## src/rtl/color_centroid_pkg.sv

```systemverilog
// Shared types and default widths for the colour centroid block.
// Holds the FSM state enum and the divider latency constant.
package color_centroid_pkg;

    localparam int X_W_D        = 11;
    localparam int Y_W_D        = 10;
    localparam int CNT_W_D      = 20;
    localparam int SUM_W_D      = 31;
    localparam int MIN_PIXELS_D = 16;

    // One load cycle plus one cycle per quotient bit.
    localparam int DIV_CYC = SUM_W_D + 1;

    typedef enum logic [2:0] {
        IDLE,
        DIV_BX,
        DIV_BY,
        DIV_GX,
        DIV_GY,
        DONE
    } state_t;

endpackage

```

## src/rtl/color_centroid_divider.sv

```systemverilog
// Restoring sequential divider, one quotient bit per cycle.
// Ports: clk, reset (sync, high), start, dividend, divisor -> quotient, done.
module seq_divider #(
    parameter int W = 31
) (
    input  logic         clk,
    input  logic         reset,
    input  logic         start,
    input  logic [W-1:0] dividend,
    input  logic [W-1:0] divisor,
    output logic [W-1:0] quotient,
    output logic         done
);

    localparam int CW = $clog2(W + 1);

    // r_dq starts as the dividend; quotient bits shift in from the right.
    logic [W-1:0]  r_dq;
    logic [W-1:0]  r_dvs;
    logic [W-1:0]  r_rem;
    logic [CW-1:0] r_cnt;
    logic          r_run;

    logic [W:0]    w_sh;
    logic [W:0]    w_diff;
    logic          w_ge;
    logic [W-1:0]  w_rem_nx;
    logic          w_unused;

    assign w_sh     = {r_rem, r_dq[W-1]};
    assign w_ge     = (w_sh >= {1'b0, r_dvs});
    assign w_diff   = w_sh - {1'b0, r_dvs};
    assign w_rem_nx = w_ge ? w_diff[W-1:0] : w_sh[W-1:0];
    assign w_unused = &{1'b0, w_diff[W]};

    // The final quotient bit is presented combinationally with done,
    // so the whole division fits in load + W cycles.
    assign quotient = {r_dq[W-2:0], w_ge};
    assign done     = r_run && (r_cnt == CW'(1));

    always_ff @(posedge clk) begin
        if (reset) begin
            r_dq  <= '0;
            r_dvs <= '0;
            r_rem <= '0;
            r_cnt <= '0;
            r_run <= 1'b0;
        end else if (start) begin
            r_dq  <= dividend;
            r_dvs <= divisor;
            r_rem <= '0;
            r_cnt <= CW'(W);
            r_run <= 1'b1;
        end else if (r_run) begin
            r_dq  <= quotient;
            r_rem <= w_rem_nx;
            r_cnt <= r_cnt - CW'(1);
            if (r_cnt == CW'(1)) begin
                r_run <= 1'b0;
            end
        end
    end

endmodule

```

## src/rtl/color_centroid.sv

```systemverilog
// Per-frame blue/green centroid reduction from HSV threshold flags.
// In: clk, reset, pixel_valid, hcount, vcount, is_blue, is_green, frame_end.
// Out: blue_x/y, green_x/y, *_found, centroid_valid, busy, frame_dropped.
module color_centroid
    import color_centroid_pkg::*;
#(
    parameter int X_W        = X_W_D,
    parameter int Y_W        = Y_W_D,
    parameter int CNT_W      = CNT_W_D,
    parameter int SUM_W      = SUM_W_D,
    parameter int MIN_PIXELS = MIN_PIXELS_D
) (
    input  logic           clk,
    input  logic           reset,
    input  logic           pixel_valid,
    input  logic [X_W-1:0] hcount,
    input  logic [Y_W-1:0] vcount,
    input  logic           is_blue,
    input  logic           is_green,
    input  logic           frame_end,
    output logic [X_W-1:0] blue_x,
    output logic [Y_W-1:0] blue_y,
    output logic [X_W-1:0] green_x,
    output logic [Y_W-1:0] green_y,
    output logic           blue_found,
    output logic           green_found,
    output logic           centroid_valid,
    output logic           busy,
    output logic           frame_dropped
);

    function automatic logic [SUM_W-1:0] sat_add(
        input logic [SUM_W-1:0] a,
        input logic [SUM_W-1:0] b
    );
        logic [SUM_W:0] s;
        s = {1'b0, a} + {1'b0, b};
        return s[SUM_W] ? '1 : s[SUM_W-1:0];
    endfunction

    function automatic logic [CNT_W-1:0] sat_inc(
        input logic [CNT_W-1:0] a
    );
        return (&a) ? a : a + CNT_W'(1);
    endfunction

    logic [CNT_W-1:0] r_bcnt, r_gcnt;
    logic [SUM_W-1:0] r_bsx, r_bsy, r_gsx, r_gsy;
    logic [CNT_W-1:0] w_bcnt_nx, w_gcnt_nx;
    logic [SUM_W-1:0] w_bsx_nx, w_bsy_nx, w_gsx_nx, w_gsy_nx;

    logic [CNT_W-1:0] r_snap_bcnt, r_snap_gcnt;
    logic [SUM_W-1:0] r_snap_bsx, r_snap_bsy;
    logic [SUM_W-1:0] r_snap_gsx, r_snap_gsy;

    state_t           r_state, w_state_nx;
    logic             r_issued;
    logic             w_start;
    logic             w_div_done;
    logic [SUM_W-1:0] w_dividend, w_divisor, w_quot;
    logic [SUM_W-1:0] w_bdvs, w_gdvs;

    logic [X_W-1:0]   r_q_bx, r_q_gx;
    logic [Y_W-1:0]   r_q_by, r_q_gy;

    logic             w_b_hit, w_g_hit;
    logic             w_busy, w_accept;
    logic             w_bfound, w_gfound;
    logic             w_unused;

    assign w_b_hit = pixel_valid & is_blue;
    assign w_g_hit = pixel_valid & is_green;

    // Totals including the current cycle's pixel.
    assign w_bcnt_nx = w_b_hit ? sat_inc(r_bcnt) : r_bcnt;
    assign w_bsx_nx  = w_b_hit ? sat_add(r_bsx, SUM_W'(hcount)) : r_bsx;
    assign w_bsy_nx  = w_b_hit ? sat_add(r_bsy, SUM_W'(vcount)) : r_bsy;
    assign w_gcnt_nx = w_g_hit ? sat_inc(r_gcnt) : r_gcnt;
    assign w_gsx_nx  = w_g_hit ? sat_add(r_gsx, SUM_W'(hcount)) : r_gsx;
    assign w_gsy_nx  = w_g_hit ? sat_add(r_gsy, SUM_W'(vcount)) : r_gsy;

    // busy covers the valid cycle too, so a frame_end there is dropped.
    assign w_busy        = (r_state != IDLE) | centroid_valid;
    assign w_accept      = frame_end & ~w_busy;
    assign busy          = w_busy;
    assign frame_dropped = frame_end & w_busy;

    assign w_bfound = (r_snap_bcnt >= CNT_W'(MIN_PIXELS));
    assign w_gfound = (r_snap_gcnt >= CNT_W'(MIN_PIXELS));

    assign w_bdvs = (r_snap_bcnt == '0) ? SUM_W'(1) : SUM_W'(r_snap_bcnt);
    assign w_gdvs = (r_snap_gcnt == '0) ? SUM_W'(1) : SUM_W'(r_snap_gcnt);

    assign w_unused = &{1'b0, w_quot[SUM_W-1:X_W]};

    always_ff @(posedge clk) begin
        if (reset) begin
            r_bcnt <= '0;
            r_bsx  <= '0;
            r_bsy  <= '0;
            r_gcnt <= '0;
            r_gsx  <= '0;
            r_gsy  <= '0;
        end else if (frame_end) begin
            r_bcnt <= '0;
            r_bsx  <= '0;
            r_bsy  <= '0;
            r_gcnt <= '0;
            r_gsx  <= '0;
            r_gsy  <= '0;
        end else begin
            r_bcnt <= w_bcnt_nx;
            r_bsx  <= w_bsx_nx;
            r_bsy  <= w_bsy_nx;
            r_gcnt <= w_gcnt_nx;
            r_gsx  <= w_gsx_nx;
            r_gsy  <= w_gsy_nx;
        end
    end

    always_ff @(posedge clk) begin
        if (reset) begin
            r_snap_bcnt <= '0;
            r_snap_bsx  <= '0;
            r_snap_bsy  <= '0;
            r_snap_gcnt <= '0;
            r_snap_gsx  <= '0;
            r_snap_gsy  <= '0;
        end else if (w_accept) begin
            r_snap_bcnt <= w_bcnt_nx;
            r_snap_bsx  <= w_bsx_nx;
            r_snap_bsy  <= w_bsy_nx;
            r_snap_gcnt <= w_gcnt_nx;
            r_snap_gsx  <= w_gsx_nx;
            r_snap_gsy  <= w_gsy_nx;
        end
    end

    always_ff @(posedge clk) begin
        if (reset) begin
            r_state <= IDLE;
        end else begin
            r_state <= w_state_nx;
        end
    end

    always_comb begin
        w_state_nx = r_state;
        w_start    = 1'b0;
        unique case (r_state)
            IDLE: begin
                if (w_accept) begin
                    w_state_nx = DIV_BX;
                end
            end
            DIV_BX: begin
                w_start = ~r_issued;
                if (w_div_done) begin
                    w_state_nx = DIV_BY;
                end
            end
            DIV_BY: begin
                w_start = ~r_issued;
                if (w_div_done) begin
                    w_state_nx = DIV_GX;
                end
            end
            DIV_GX: begin
                w_start = ~r_issued;
                if (w_div_done) begin
                    w_state_nx = DIV_GY;
                end
            end
            DIV_GY: begin
                w_start = ~r_issued;
                if (w_div_done) begin
                    w_state_nx = DONE;
                end
            end
            DONE: begin
                w_state_nx = IDLE;
            end
            default: begin
                w_state_nx = IDLE;
            end
        endcase
    end

    always_comb begin
        w_dividend = '0;
        w_divisor  = w_bdvs;
        unique case (r_state)
            DIV_BX: begin
                w_dividend = r_snap_bsx;
                w_divisor  = w_bdvs;
            end
            DIV_BY: begin
                w_dividend = r_snap_bsy;
                w_divisor  = w_bdvs;
            end
            DIV_GX: begin
                w_dividend = r_snap_gsx;
                w_divisor  = w_gdvs;
            end
            DIV_GY: begin
                w_dividend = r_snap_gsy;
                w_divisor  = w_gdvs;
            end
            default: begin
            end
        endcase
    end

    // One start per DIV state; cleared when the divider reports done.
    always_ff @(posedge clk) begin
        if (reset) begin
            r_issued <= 1'b0;
        end else if (w_div_done) begin
            r_issued <= 1'b0;
        end else if (w_start) begin
            r_issued <= 1'b1;
        end
    end

    seq_divider #(
        .W(SUM_W)
    ) u_div (
        .clk      (clk),
        .reset    (reset),
        .start    (w_start),
        .dividend (w_dividend),
        .divisor  (w_divisor),
        .quotient (w_quot),
        .done     (w_div_done)
    );

    always_ff @(posedge clk) begin
        if (reset) begin
            r_q_bx <= '0;
            r_q_by <= '0;
            r_q_gx <= '0;
            r_q_gy <= '0;
        end else if (w_div_done) begin
            unique case (r_state)
                DIV_BX:  r_q_bx <= w_quot[X_W-1:0];
                DIV_BY:  r_q_by <= w_quot[Y_W-1:0];
                DIV_GX:  r_q_gx <= w_quot[X_W-1:0];
                DIV_GY:  r_q_gy <= w_quot[Y_W-1:0];
                default: begin
                end
            endcase
        end
    end

    // Coordinates of a colour not found keep their previous value.
    always_ff @(posedge clk) begin
        if (reset) begin
            blue_x         <= '0;
            blue_y         <= '0;
            green_x        <= '0;
            green_y        <= '0;
            blue_found     <= 1'b0;
            green_found    <= 1'b0;
            centroid_valid <= 1'b0;
        end else begin
            centroid_valid <= 1'b0;
            if (r_state == DONE) begin
                centroid_valid <= 1'b1;
                blue_found     <= w_bfound;
                green_found    <= w_gfound;
                if (w_bfound) begin
                    blue_x <= r_q_bx;
                    blue_y <= r_q_by;
                end
                if (w_gfound) begin
                    green_x <= r_q_gx;
                    green_y <= r_q_gy;
                end
            end
        end
    end

endmodule

```

## config.mk

```make
export PLATFORM = sky130hd
export DESIGN_NAME = color_centroid
export DESIGN_NICKNAME = d
export VERILOG_FILES = /design/src/rtl/color_centroid_pkg.sv /design/src/rtl/color_centroid_divider.sv /design/src/rtl/color_centroid.sv
export SDC_FILE = /design/constraint.sdc
export NUM_CORES = 1
export LEC_CHECK = 0
export ABC_AREA = 1
export CAP_MARGIN = 20
export CELL_PAD_IN_SITES_DETAIL_PLACEMENT = 0
export CELL_PAD_IN_SITES_GLOBAL_PLACEMENT = 1
export CORE_AREA = 3 3 239 288
export DETAILED_ROUTE_END_ITERATION = 8
export DIE_AREA = 0 0 242 291
export GPL_ROUTABILITY_DRIVEN = 0
export PLACE_DENSITY_LB_ADDON = 0.1
export SKIP_LAST_GASP = 1
export SYNTH_ARGS = -nofsm -noshare
export SYNTH_HDL_FRONTEND = slang
export SYNTH_SLANG_ARGS = --single-unit
```

## constraint.sdc

```tcl
create_clock -name clk -period 2.27 [get_ports clk]
set_clock_uncertainty 0.1 [all_clocks]
set_input_delay 0.454 -clock clk [delete_from_list [all_inputs] [get_ports clk]]
set_output_delay 0.454 -clock clk [all_outputs]
set_load 0.02 [all_outputs]
```

==> qor.txt, run 1 <==
Status -> finished clean
Crit path max fanout -> 7
Synth warnings -> 0
Worst-Skew Late Latency -> 640 ps
Vias -> 26945
ANT nets after route -> 0
Remaining DRCs -> 0
Worst r2r path cells -> 17
Critical-path top delay cell -> fa_2
Overflow after GRT -> 0
Synth area leader -> dfxtp_1
Main area contributors after synthesis -> dfxtp_1 38%, nand2_1 13%, inv_1 6.9%
I/O Buffers -> 73
Net Count, Synth -> 4123
Initial core utilization -> 0.410
Worst Tran Pin Value -> 658 ps
First-pass GRT wire length -> 142 mm
Relative slew slack -> 0.561
Fmax -> 444 MHz
Nets -> 4491
Nature of the critical path startpoint -> flop
Final-report hold violation count -> 0
WP data required -> 2750 ps
Seq/Total Area, Yosys -> 0.376
Most common cell in the synthesized netlist -> nand2_1
Final HPWL DP -> 68.1 mm
Peak supply drop -> 0.00115 V
Min-Delay Path Class -> flop to flop
Crit path cell chain -> inv_2, ha_4, fa_2, inv_2, nand2_2, nand2_2, nand3_2, nand2_4, nand2_4, nand2_4, nand2_4, nand2_8, buf_12, clkinvlp_4, nand2_2, o211ai_1, inv_1
Post-route total power -> 39.9 mW
Clock root buffer -> clkbuf_16
Setup crit end kind -> flop
Max-slew violations -> 0
Die Footprint -> 0.0704 mm2
Initial drt markers -> 1479
Die W -> 242 um
Syn Inst Count -> 4025
Top_reg_cell synth -> dfxtp_1
Deepest clock path buffer count -> 3
Synth Area per Inst -> 6.71 um2
Total track usage -> 0.249
Bufs and invs on worst path -> 5
Via-to-Cell Ratio -> 5.06
Unrepaired setup endpoints after global routing -> yes
CTS tree -> yes
Worst hold path depth -> 2
I/O pin total -> 74
Layout overhead on the synthesized area -> 27.3%
Post-synth EDFFs -> 0
Clock sinks -> 507
Post-Route WL -> 90.3 mm
Area share of the largest cell type after synthesis -> 0.376
Post-CTS Hold Buffers -> 0
Slowest stage delay, CP -> 350 ps
Power Density -> 1160 mW/mm2
Core Footprint -> 0.0660 mm2
Leakage -> 15.7 nW
Mapped Area -> 0.0270 mm2
Crit Path Category -> flop to flop
Max-cap viol count -> 0
Initial antenna violation count -> 0
Site Rows -> 103
Fillers -> 6739
Die Y -> 291 um
Drt wl/cell -> 17.0 um
Netlist cell types -> 51
Antenna Cells -> 0
Total iterations of the first detailed-routing run -> 5
Worst-path clk slew -> 60 ps
Critical Path AT -> 2730 ps
Number of setup violations in the final report -> 0
Synth Register Bits -> 507
Most frequent cells after synthesis -> 931 x nand2_1, 507 x dfxtp_1, 499 x inv_1, 452 x nor2_1, 316 x nand3_1
Share of layout cells above drive strength 1 -> 0.156
Fin Setup TNS -> 0 ps
Post-synth ARST share -> 0
Largest net degree at the start of global routing -> 72
R2r setup slk -> 20 ps
Clock H-tree levels -> 2
Critical path depth in cells -> 17
Clock period minus final worst setup slack -> 2250 ps
Most frequent cell on the critical path -> nand2_4
Via count of the first global-routing pass -> 25845
Final period util -> 0.992
Clock buffer count from CTS -> 56
Crit path max-delay family -> simple AND/OR/NAND/NOR gates
Worst hold margin -> 364 ps
==> worst register-to-register path, cell delays in order, from the launching register on <==
cell	delay, ps
dfxtp_2	320
inv_2	50
ha_4	150
fa_2	350
inv_2	80
nand2_2	50
nand2_2	60
nand3_2	80
nand2_4	90
nand2_4	60
nand2_4	90
nand2_4	80
nand2_8	110
buf_12	140
clkinvlp_4	160
nand2_2	100
o211ai_1	80
inv_1	60
==> area by class of cell <==
cell class	count	area, um2	share of cell area
Tap cell	892	1120	0.0324
Clock buffer	74	1490	0.0433
Inverter	510	1930	0.0562
Sequential cell	507	10200	0.295
Clock inverter	21	370	0.0108
Multi-Input combinational cell	2830	14900	0.435
Timing Repair Buffer	488	4390	0.128
==> power by group <==
part	total (mW)	internal, mW	switching [mW]
Clock	9.43	5.52	3.90
Sequential	11.3	10.3	0.962
Combinational	19.3	7.80	11.5
Total	39.9	23.6	16.3
==> cells by family (layout without fill, tap and decap cells) <==
group | count (synthesis) | in the layout | synth area share
buf+inv | 689 | 1093 | 0.0994
simple gates | 1978 | 1979 | 0.317
xor+xnor | 74 | 74 | 0.0240
mux | 2 | 2 | 0.000741
fa+ha+maj | 71 | 71 | 0.0343
flops | 507 | 507 | 0.376
compound gates | 704 | 704 | 0.149
==> worst paths after layout <==
path / start / end
setup / recovery: u_div.r_dq[30] / r_q_bx[0]
hold / removal: u_div.r_dq[22] / u_div.r_dq[23]
setup reg to reg: u_div.r_dq[30] / r_q_bx[0]
hold reg to reg: u_div.r_dq[22] / u_div.r_dq[23]
==> placed cells by master, fill, tap and decap left out, drive strengths merged, types with 5 or more instances in the layout <==
master         synthesis  final
nand2                936    936
inv                  509    508
dfxtp                507    507
nor2                 458    458
buf                   61    414
nand3                320    321
o21ai                299    299
a21oi                223    223
nand4                125    125
clkbuf               118     76
ha                    66     66
nor3                  65     65
clkdlybuf4s50          0     57
o21bai                54     54
xor2                  51     51
nand3b                41     41
o211ai                37     37
a221oi                34     34
o21a                  25     25
xnor2                 23     23
a31oi                 15     15
nor4                  15     15
or2                   12     12
dlymetal6s2s           0     11
clkinv                 1     11
o22ai                  9      9
bufinv                 0      8
fa                     5      5
==> state kept, by name (all words and copies together) (netlist names), 20 cells and up <==
name and flops:
r_snap_gsy 31, r_bcnt 20, r_bsy 31, u_div.r_dvs 20
r_snap_bsy 31, u_div.r_rem 31, r_snap_bcnt 20, r_snap_bsx 31
r_gsx 31, r_snap_gsx 31, r_gcnt 20, r_bsx 31
r_gsy 31, r_snap_gcnt 20, u_div.r_dq 31
==> layer usage <==
| metal | GRT usage | part of all wire | up-vias |
|---|---|---|---|
| met2 | 0.455 | 0.50 | 457 |
| met5 | 0 | 0 | - |
| li1 | - | - | 13943 |
| met4 | 0.0965 | 0.041 | 0 |
| met3 | 0.0286 | 0.033 | 156 |
| met1 | 0.297 | 0.42 | 12389 |
==> per-stage QoR <==
step                instances  worst slack (ps)  area (um2)   util
floorplan                4025              2.56       27000      -
global placement         5207              -740       31500  0.478
detailed placement       5207              -752       31500  0.478
CTS                      5304             -60.2       33500  0.508
global route             5322              -112       34400  0.521
finish                   5322              17.6       34400  0.521
==> timing repair <==
item / in CTS / in global routing
gates cloned: 1 / 2
setup buffers: 1 / 18
pin swaps: 4 / 30
endpoints found under the setup margin: 85 / 253
gates resized for setup: 30 / 167
endpoints found under the hold margin: 0 / 0
(Power assumes the default switching activity.)
==> run 2: changes to the inputs <==
Settings changed: ABC_CLOCK_PERIOD_IN_PS set to 2270.
==> results of run 2 <==
The final DEF is identical to that of run 1; final timing and power are the same.
==> run 3: changes to the inputs <==
Settings changed: ABC_AREA 1 to 0, CORE_AREA 3 3 239 288 to 3 3 218 263, DIE_AREA 0 0 242 291 to 0 0 221 266, HOLD_SLACK_MARGIN set to 0.08.
==> qor.txt, run 3 <==
Deepest clock path buffer count -> 3
Final period util -> 1.24
Die Footprint -> 0.0588 mm2
CTS tree -> yes
Worst-path clk slew -> 60 ps
Total track usage -> 0.261
Nets -> 3402
Synth Register Bits -> 507
Largest net degree at the start of global routing -> 122
Mapped Area -> 0.0236 mm2
Main area contributors after synthesis -> dfxtp_1 43%, nor2_1 6.5%, a21oi_1 4.7%
Crit path max-delay family -> compound AO/OA/AOI/OAI gates
Worst Tran Pin Value -> 781 ps
Most common cell in the synthesized netlist -> dfxtp_1
Clock period minus final worst setup slack -> 2820 ps
Crit path from -> u_div.r_dq[30]
I/O Buffers -> 73
Crit Path Category -> flop to flop
Peak supply drop -> 0.00152 V
Nature of the critical path startpoint -> flop
Site Rows -> 94
Final HPWL DP -> 55.7 mm
Layout overhead on the synthesized area -> 47.2%
Critical Path AT -> 3240 ps
Net Count, Synth -> 2882
Fmax -> 355 MHz
Setup crit end kind -> flop
Overflow after GRT -> 0
Min-Delay Path Class -> flop to flop
ANT nets after route -> 0
Vias -> 22795
Initial drt markers -> 1503
Initial antenna violation count -> 0
Post-Route WL -> 80.4 mm
R2r setup slk -> -550 ps
Relative slew slack -> 0.479
Area share of the largest cell type after synthesis -> 0.430
Fin Setup TNS -> -43560 ps
Most frequent cells after synthesis -> 507 x dfxtp_1, 409 x nor2_1, 254 x nand2_1, 222 x a21oi_1, 154 x clkbuf_1
Clock buffer count from CTS -> 56
Critical path depth in cells -> 13
Top_reg_cell synth -> dfxtp_1
Unrepaired setup endpoints after global routing -> yes
Failing checks -> negative setup slack
Worst r2r path cells -> 13
First-pass GRT wire length -> 124 mm
Clock H-tree levels -> 2
Clock root buffer -> clkbuf_16
Via count of the first global-routing pass -> 22737
WP data required -> 2690 ps
Setup crit end -> u_div.r_dq[0]
Synth warnings -> 0
Syn Inst Count -> 2784
Synth area leader -> dfxtp_1
Die Y -> 266 um
Die W -> 221 um
Drt wl/cell -> 19.8 um
Status -> finished, violations left
Post-synth EDFFs -> 0
Power Density -> 773 mW/mm2
Reg-to-Reg End -> u_div.r_dq[0]
Crit path cell chain -> inv_2, ha_4, fa_2, nand2b_4, a211oi_4, o31ai_4, and2_4, a31o_4, buf_4, buf_12, nand2_2, o21ai_4, a221oi_2
Core Footprint -> 0.0548 mm2
Leakage -> 13.5 nW
Via-to-Cell Ratio -> 5.60
Max-slew violations -> 0
Post-synth ARST share -> 0
Remaining DRCs -> 0
Number of setup violations in the final report -> 233
Initial core utilization -> 0.430
Netlist cell types -> 71
Most common cell after layout, fill and taps aside -> buf_4
Setup WS post-layout -> -547 ps
Worst R2R Start -> u_div.r_dq[30]
Clock sinks -> 507
I/O pin total -> 74
Seq/Total Area, Yosys -> 0.430
Worst-Skew Late Latency -> 620 ps
Max-cap viol count -> 0
Slowest stage delay, CP -> 340 ps
Share of layout cells above drive strength 1 -> 0.347
Commonest cells after routing, fill and taps aside -> 464 x buf_4, 462 x dfxtp_1, 364 x nor2_1
Antenna Cells -> 0
Final-report hold violation count -> 0
Crit path max fanout -> 6
Critical-path top delay cell -> fa_2
Synth Area per Inst -> 8.47 um2
Bufs and invs on worst path -> 3
Total iterations of the first detailed-routing run -> 6
Setup WS pre-CTS -> -1170 ps
-- run 3: repair_timing --
item | CTS | global route
endpoints found under the hold margin | 16 | 0
buffers inserted | 48 | 42
setup endpoints to repair | 298 | 309
hold buffers | 1 | 0
pin swaps | 225 | 161
cloned | 5 | 1
resized for setup | 358 | 224
-- run 3: cell families after synthesis --
kind of cell             after synthesis  synth area share
adder cells (fa/ha/maj)               71            0.0393
XOR/XNOR                             144            0.0535
flip-flops                           507             0.430
multiplexers                          95            0.0404
AO/OA/AOI/OAI                        712             0.199
buffers and inverters                222            0.0366
AND/OR/NAND/NOR                     1033             0.201
-- run 3: worst min-delay path by stage --
stage / start / to / slack (ps) / depth (start not counted)
3_3_place_gp: r_q_gx[9] / r_q_gx[9] / 340 / 2
4_1_cts: r_q_gx[4] / r_q_gx[4] / 350 / 2
2_1_floorplan: r_snap_bsy[30] / r_snap_bsy[30] / 330 / 2
3_5_place_dp: r_q_gx[4] / r_q_gx[4] / 350 / 2
5_1_grt: r_q_gx[1] / r_q_gx[1] / 370 / 2
6_report: r_q_gy[7] / r_q_gy[7] / 350 / 2
-- run 3: worst min-delay path, stage by stage (launching register included) --
cell,delay (ps)
dfxtp_1,310
nand2_1,50
a21oi_1,50
-- run 3: area by class of cell --
type / count / area (um2)
timing repair buffer: 633 / 5670
multi-input combinational: 2056 / 15800
clock inverter: 27 / 399
inverter: 50 / 190
sequential: 507 / 10200
tap: 720 / 901
fill: 4584 / 20100
clock buffer: 74 / 1590
-- run 3: metrics by stage --
step	std cells	total power, mW	hold slack (ps)	util	area, um2
floorplan	2784	13.5	332	-	24500
global placement	3889	15.9	344	0.536	29400
global route	4067	28.0	369	0.633	34700
detailed placement	3889	16.0	346	0.536	29400
finish	4067	26.8	353	0.633	34700
CTS	4035	26.7	355	0.609	33400
-- run 3: routing by layer --
| layer | wire length, um | GRT usage | vias to the layer above |
|---|---|---|---|
| met5 | 0 | 0 | - |
| met2 | 42400 | 0.498 | 513 |
| li1 | - | - | 11059 |
| met3 | 2660 | 0.0331 | 204 |
| met4 | 4180 | 0.126 | 0 |
| met1 | 31200 | 0.285 | 11019 |
-- run 3: power breakdown --
part           switching (mW)  total [mW]  leakage, nW  internal [mW]
Clock                    3.90        9.84        0.966           5.95
Sequential              0.392        9.69         4.14           9.30
Combinational            3.70        7.31         8.42           3.61
